--- src/rtl/router_fifo_reader.sv ---
// router_fifo_reader: read-side engine for one router output FIFO.
// Pulls 9-bit words (bit8 = header flag) with 1-cycle read latency, frames
// header + N payload + parity packets into a 2-entry skid buffer, and drives
// a valid/ready byte stream with sop/eop. Flags parity and framing errors, and
// issues a one-cycle soft reset to the FIFO when the downstream stalls too long.
// Optional statistics counters are enabled by defining ROUTER_RD_STATS_EN.
module router_fifo_reader #(
  parameter int TIMEOUT = 30,
  parameter int TO_W    = 5
) (
  input  logic        clk,
  input  logic        rst,
  input  logic        fifo_emp,
  input  logic [8:0]  fifo_data,
  output logic        fifo_rd_en,
  output logic        rstsoft,
  output logic [7:0]  out_data,
  output logic        out_valid,
  input  logic        out_ready,
  output logic        out_sop,
  output logic        out_eop,
  output logic        parity_err,
  output logic        frame_err,
  output logic        busy
`ifdef ROUTER_RD_STATS_EN
  ,
  output logic [15:0] pkt_cnt,
  output logic [15:0] err_cnt
`endif
);

  localparam int DEPTH = 2;

  typedef enum logic [1:0] {
    S_IDLE    = 2'd0,
    S_PAYLOAD = 2'd1,
    S_PARITY  = 2'd2
  } state_t;

  // One skid-buffer slot; perr is precomputed so parity_err lines up with the eop transfer.
  typedef struct packed {
    logic [7:0] data;
    logic       sop;
    logic       eop;
    logic       perr;
  } entry_t;

  state_t                  state_reg, state_next;
  logic [5:0]              cnt_reg, cnt_next;
  logic [7:0]              par_reg, par_next;
  logic [1:0]              occ_reg, occ_next;
  logic [1:0]              occ_after_pop;
  logic                    inflight_reg;
  logic [TO_W-1:0]         stall_reg;
  entry_t [DEPTH-1:0]      buf_reg;
  entry_t [DEPTH-1:0]      buf_next;
  entry_t                  head;
  entry_t                  push_ent;
  logic                    push;
  logic                    pop;
  logic                    frame_viol;
  logic                    wr_idx;
  logic [2:0]              level;

  assign head       = buf_reg[0];
  // The stall counter sitting at TIMEOUT is the soft-reset cycle itself.
  assign rstsoft    = (stall_reg == TO_W'(TIMEOUT));
  // Hold the stream idle during the soft-reset cycle so nothing is handed
  // downstream that is about to be flushed.
  assign out_valid  = (occ_reg != 2'd0) && !rstsoft;
  assign out_data   = out_valid ? head.data : 8'h00;
  assign out_sop    = out_valid & head.sop;
  assign out_eop    = out_valid & head.eop;
  assign pop        = out_valid & out_ready;
  assign parity_err = pop & head.eop & head.perr;
  assign frame_err  = frame_viol;
  assign busy       = (state_reg != S_IDLE);

  // Slots committed next cycle, net of this cycle's pop, so a steady
  // read/push/pop pipeline keeps one byte per cycle flowing.
  assign level      = {1'b0, occ_reg} + {2'b00, inflight_reg} - {2'b00, pop};
  assign fifo_rd_en = !rst && !fifo_emp && !rstsoft && (level < 3'd2);

  // Occupancy after the pop decides where a returning word lands.
  assign occ_after_pop = occ_reg - {1'b0, pop};
  assign wr_idx        = occ_after_pop[0];
  assign occ_next      = occ_after_pop + {1'b0, push};

  // Classify the returning FIFO word and compute packet-framing next state.
  always_comb begin
    state_next = state_reg;
    cnt_next   = cnt_reg;
    par_next   = par_reg;
    push       = 1'b0;
    push_ent   = '0;
    frame_viol = 1'b0;
    if (inflight_reg && !rstsoft) begin
      if (fifo_data[8]) begin
        // A header always starts a fresh packet; mid-packet it aborts the old one.
        frame_viol    = (state_reg != S_IDLE);
        push          = 1'b1;
        push_ent.data = fifo_data[7:0];
        push_ent.sop  = 1'b1;
        par_next      = fifo_data[7:0];
        cnt_next      = fifo_data[7:2];
        state_next    = (fifo_data[7:2] != 6'd0) ? S_PAYLOAD : S_PARITY;
      end else begin
        case (state_reg)
          S_IDLE: begin
            frame_viol = 1'b1;
          end
          S_PAYLOAD: begin
            push          = 1'b1;
            push_ent.data = fifo_data[7:0];
            par_next      = par_reg ^ fifo_data[7:0];
            cnt_next      = cnt_reg - 6'd1;
            if (cnt_reg == 6'd1) begin
              state_next = S_PARITY;
            end
          end
          S_PARITY: begin
            push          = 1'b1;
            push_ent.data = fifo_data[7:0];
            push_ent.eop  = 1'b1;
            push_ent.perr = (fifo_data[7:0] != par_reg);
            state_next    = S_IDLE;
          end
          default: begin
            state_next = S_IDLE;
          end
        endcase
      end
    end
  end

  // Per-slot next value: a push into this slot wins, otherwise shift toward the head on pop.
  for (genvar gi = 0; gi < DEPTH; gi++) begin : g_ent
    entry_t shift_src;
    if (gi < DEPTH - 1) begin : g_shift
      assign shift_src = buf_reg[gi+1];
    end else begin : g_hold
      assign shift_src = buf_reg[gi];
    end
    assign buf_next[gi] = (push && (int'(wr_idx) == gi)) ? push_ent :
                          (pop ? shift_src : buf_reg[gi]);
  end

  // Skid buffer storage and occupancy; soft reset flushes both.
  always_ff @(posedge clk) begin
    if (rst || rstsoft) begin
      buf_reg <= '0;
      occ_reg <= 2'd0;
    end else begin
      buf_reg <= buf_next;
      occ_reg <= occ_next;
    end
  end

  // Framing state, payload countdown and running parity.
  always_ff @(posedge clk) begin
    if (rst || rstsoft) begin
      state_reg <= S_IDLE;
      cnt_reg   <= 6'd0;
      par_reg   <= 8'h00;
    end else begin
      state_reg <= state_next;
      cnt_reg   <= cnt_next;
      par_reg   <= par_next;
    end
  end

  // Track the outstanding read; rd_en is already low during reset and soft reset.
  always_ff @(posedge clk) begin
    if (rst) begin
      inflight_reg <= 1'b0;
    end else begin
      inflight_reg <= fifo_rd_en;
    end
  end

  // Count consecutive stalled cycles; any transfer or idle stream clears it.
  always_ff @(posedge clk) begin
    if (rst || rstsoft) begin
      stall_reg <= '0;
    end else if (out_valid && !out_ready) begin
      stall_reg <= stall_reg + TO_W'(1);
    end else begin
      stall_reg <= '0;
    end
  end

`ifdef ROUTER_RD_STATS_EN
  // Saturating packet and error event counters, cleared only by rst.
  always_ff @(posedge clk) begin
    if (rst) begin
      pkt_cnt <= 16'h0000;
      err_cnt <= 16'h0000;
    end else begin
      if (pop && head.eop && (pkt_cnt != 16'hFFFF)) begin
        pkt_cnt <= pkt_cnt + 16'd1;
      end
      if ((parity_err || frame_err || rstsoft) && (err_cnt != 16'hFFFF)) begin
        err_cnt <= err_cnt + 16'd1;
      end
    end
  end
`endif

endmodule

--- config.mk ---
export PLATFORM = sky130hd
export DESIGN_NAME = router_fifo_reader
export DESIGN_NICKNAME = d
export VERILOG_FILES = /design/src/rtl/router_fifo_reader.sv
export SDC_FILE = /design/constraint.sdc
export NUM_CORES = 1
export LEC_CHECK = 0
export ABC_AREA = 1
export CORE_AREA = 3 3 88 90
export DETAILED_ROUTE_END_ITERATION = 8
export DIE_AREA = 0 0 91 93
export GPL_TIMING_DRIVEN = 0
export PLACE_DENSITY = 0.69
export SLEW_MARGIN = 20
export SYNTH_ARGS = -nofsm -noshare
export SYNTH_HDL_FRONTEND = slang
export SYNTH_SLANG_ARGS = --single-unit
--- constraint.sdc ---
create_clock -name clk -period 3.3 [get_ports clk]
set_input_delay 0.66 -clock clk [delete_from_list [all_inputs] [get_ports clk]]
set_output_delay 0.66 -clock clk [all_outputs]
set_load 0.03 [all_outputs]
==> metrics.md <==
| Metric | Value |
|---|---|
| Layout cells sized above 1 | 10.77% |
| CP required | 2.64 ns |
| Area grow syn2layout | 21.20% |
| Post-Syn Nets | 414 |
| Worst Path Arrival | 2.48 ns |
| Pwr dens | 518.3 mW/mm2 |
| Core Area | 0.007137 mm2 |
| Final clock skew | 0.006292 ns |
| Post-route cell area | 0.003247 mm2 |
| Total Routing Usage GR | 15.60% |
| Ys Warns | 0 |
| Fmax | 318.4 MHz |
| CP endpoint kind | output port |
| CTS max path bufs | 2 |
| Chip height | 93 um |
| Final hold viol count | 0 |
| Peak supply drop | 0.2495 mV |
| Average size of a mapped cell | 6.869 um2 |
| CTS tree | yes |
| Drt first pass iters | 5 |
| Grt ovf | 0 |
| Pins Over Slew Limit | 0 |
| WL/cell | 11.83 um |
| Die width | 91 um |
| Register area share after synthesis | 34.38% |
| Leak | 1.454 nW |
| H-tree level count | 2 |
| Share of the synthesized area in the top cell type | 34.38% |
| Number of buffers created by CTS | 5 |
| Die area | 0.008463 mm2 |
| Largest net degree at the start of global routing | 16 |
| Routability cong. | 0.8677 |
| IO Pins | 29 |
| Total number of vias | 2522 |
| Worst skew pair latency | 0.30 ns |
| Status | finished clean |
| Initial core utilization | 37.54% |
| Tightest Hold Check Type | register to register |
| Endpoints failing setup | 0 |
| Vias in the first global route | 2305 |
| Cell row count | 31 |
| Max-capacitance violation count | 0 |
| Final min period | 3.140 ns |
| Mapped cell area | 0.002679 mm2 |
| Crit-path max FO | 10 |
| Slew @ Worst Pin | 0.4704 ns |
| Clock-pin transition on the worst setup and hold timing paths | 0.08 ns |
| CTS root buf | clkbuf_8 |
| Antenna diode count | 0 |
| Hold Buf Count CTS | 0 |
| DR DRC count | 0 |
| Initial antenna violation count | 0 |
| Register bit count reported by yosys | 46 |
| Cell variety after synth | 33 |
| Final #Nets | 450 |
| CP Launch Type | register |
| Flop2flop setup slack | 0.83 ns |
| First-pass GRT wire length | 10810 um |
| Synth Instances | 390 |
| Cells after DPL | 517 |
| Largest register FFs | 22 |
| DRT antenna net count | 0 |
| Placed inst area | 0.003083 mm2 |
| Final Cycle Share | 95.16% |
| I/O Buffers | 28 |
| Via density | 4.795 |
| Crit Path Class | register to output port |
| Top post-synthesis cells by area | dfxtp_1, nand2_1, a21oi_1, nand3_1, inv_1 |
| Yosys top cell by area | dfxtp_1 |
| Relative slew slack | 68.64% |
| 1st-iter DRT viols | 179 |
| Post-Layout Cell Count | 526 |
| Clk sinks | 46 |
| Final HPWL DP | 4751 um |
| Routed wire length | 6221 um |
==> cell families (layout without fill, tap and decap cells) <==
family / after synthesis / count (layout) / share of synthesized area [%]
adders and majority gates: 11 / 11 / 5.418
buffers and inverters: 70 / 107 / 11.21
and+or+nand+nor: 179 / 179 / 31.29
AOI/OAI and AO/OA: 79 / 79 / 16.07
DFF: 46 / 46 / 34.38
xor gates and xnor gates: 5 / 5 / 1.635
==> power breakdown <==
part	internal, mW	switching (mW)	leakage [nW]
logic	0.194	0.341	1.01
registers	0.609	0.0362	0.374
clock network	0.303	0.200	0.0683
total	1.11	0.577	1.45
==> cells in the mapped netlist <==
master     n
o21ai_1    1
clkinv_1   2
nand3_4    1
or2_4      1
a211oi_2   2
nand2_8    1
nand3_1   37
ha_1      10
a21oi_2    2
nor3_1     2
nor2_8     2
o21ai_0   33
fa_1       1
o21ai_2    2
buf_6      2
nand2_2    1
nand3b_1   2
buf_2      5
nand4_1    2
xor2_1     3
nor2_1    36
xnor2_1    2
a21boi_0   2
nand2_1   88
inv_1     49
buf_12     1
a21oi_1   37
dfxtp_1   46
nor2_2     2
inv_2      6
clkbuf_1   5
nor2_4     1
nand2_4    3
==> final timing paths <==
kind	start	to	cells past startpoint
setup / recovery	stall_reg[0]	fifo_rd_en	13
hold / removal	stall_reg[0]	stall_reg[0]	1
setup reg to reg	stall_reg[0]	buf_reg[0]	16
hold reg to reg	stall_reg[0]	stall_reg[0]	1
==> cell type report <==
type | count | area, um2
plain buffers | 13 | 90.09
repair buffers | 29 | 286.5
flip-flops and latches | 46 | 922.1
well taps | 99 | 123.9
inverters | 57 | 214.0
fillers | 775 | 3890
multi-input cells | 274 | 1473
clock inverters | 3 | 68.82
clock buffers | 5 | 68.82
==> routing by layer <==
| metal | track usage (%) | vias to the layer above | wire length, um |
|---|---|---|---|
| met4 | 3.769 | 0 | 51 |
| met1 | 20.59 | 1110 | 2805 |
| met2 | 26.36 | 88 | 2939 |
| met3 | 2.977 | 5 | 424 |
| met5 | 0 | - | 0 |
| li1 | - | 1319 | - |
==> critical path: stages, from the launching register on <==
cell,delay [ns]
dfxtp_2,0.36
inv_1,0.05
ha_1,0.22
nand2_4,0.10
inv_2,0.05
nand2_4,0.08
nand3_4,0.08
buf_8,0.15
nand2_1,0.05
nand3_1,0.10
fa_2,0.53
nand2_1,0.08
nor3_2,0.15
buf_4,0.19
==> per-stage QoR <==
stage,hold slack (ns),power [mW],setup WS (ns),util (%),setup TNS (ns)
detailed placement,0.4601,1.177,-0.5993,43.20,-0.5993
global placement,0.4450,1.167,-0.5644,43.20,-0.5644
floorplan,0.4300,1.033,0.1233,-,0
finish,0.4383,1.683,0.1598,45.49,0
global route,0.4600,1.808,-0.02566,45.49,-0.02566
CTS,0.4386,1.684,0.03550,45.13,0
==> layout by cell type (no fill, tap or decap), drive strengths merged <==
master / netlist / routed
clkdlybuf4s50: 0 / 25
a211oi: 2 / 2
dlymetal6s2s: 0 / 1
nor2: 41 / 41
nand3b: 2 / 2
ha: 10 / 10
dfxtp: 46 / 46
xor2: 3 / 3
clkbuf: 5 / 10
a21oi: 39 / 39
inv: 55 / 55
clkinv: 2 / 3
nor3: 2 / 2
o21ai: 36 / 36
nand3: 38 / 38
nand4: 2 / 2
bufinv: 0 / 2
fa: 1 / 1
or2: 1 / 1
buf: 8 / 10
dlygate4sd2: 0 / 1
nand2: 93 / 93
xnor2: 2 / 2
a21boi: 2 / 2
==> timing repair <==
action / in CTS / in global routing
setup buffers: 0 / 1
pin swaps: 0 / 1
setup endpoints to repair: 1 / 2
gates resized for setup: 10 / 4
Note: power is estimated with default switching activity, not from simulation.
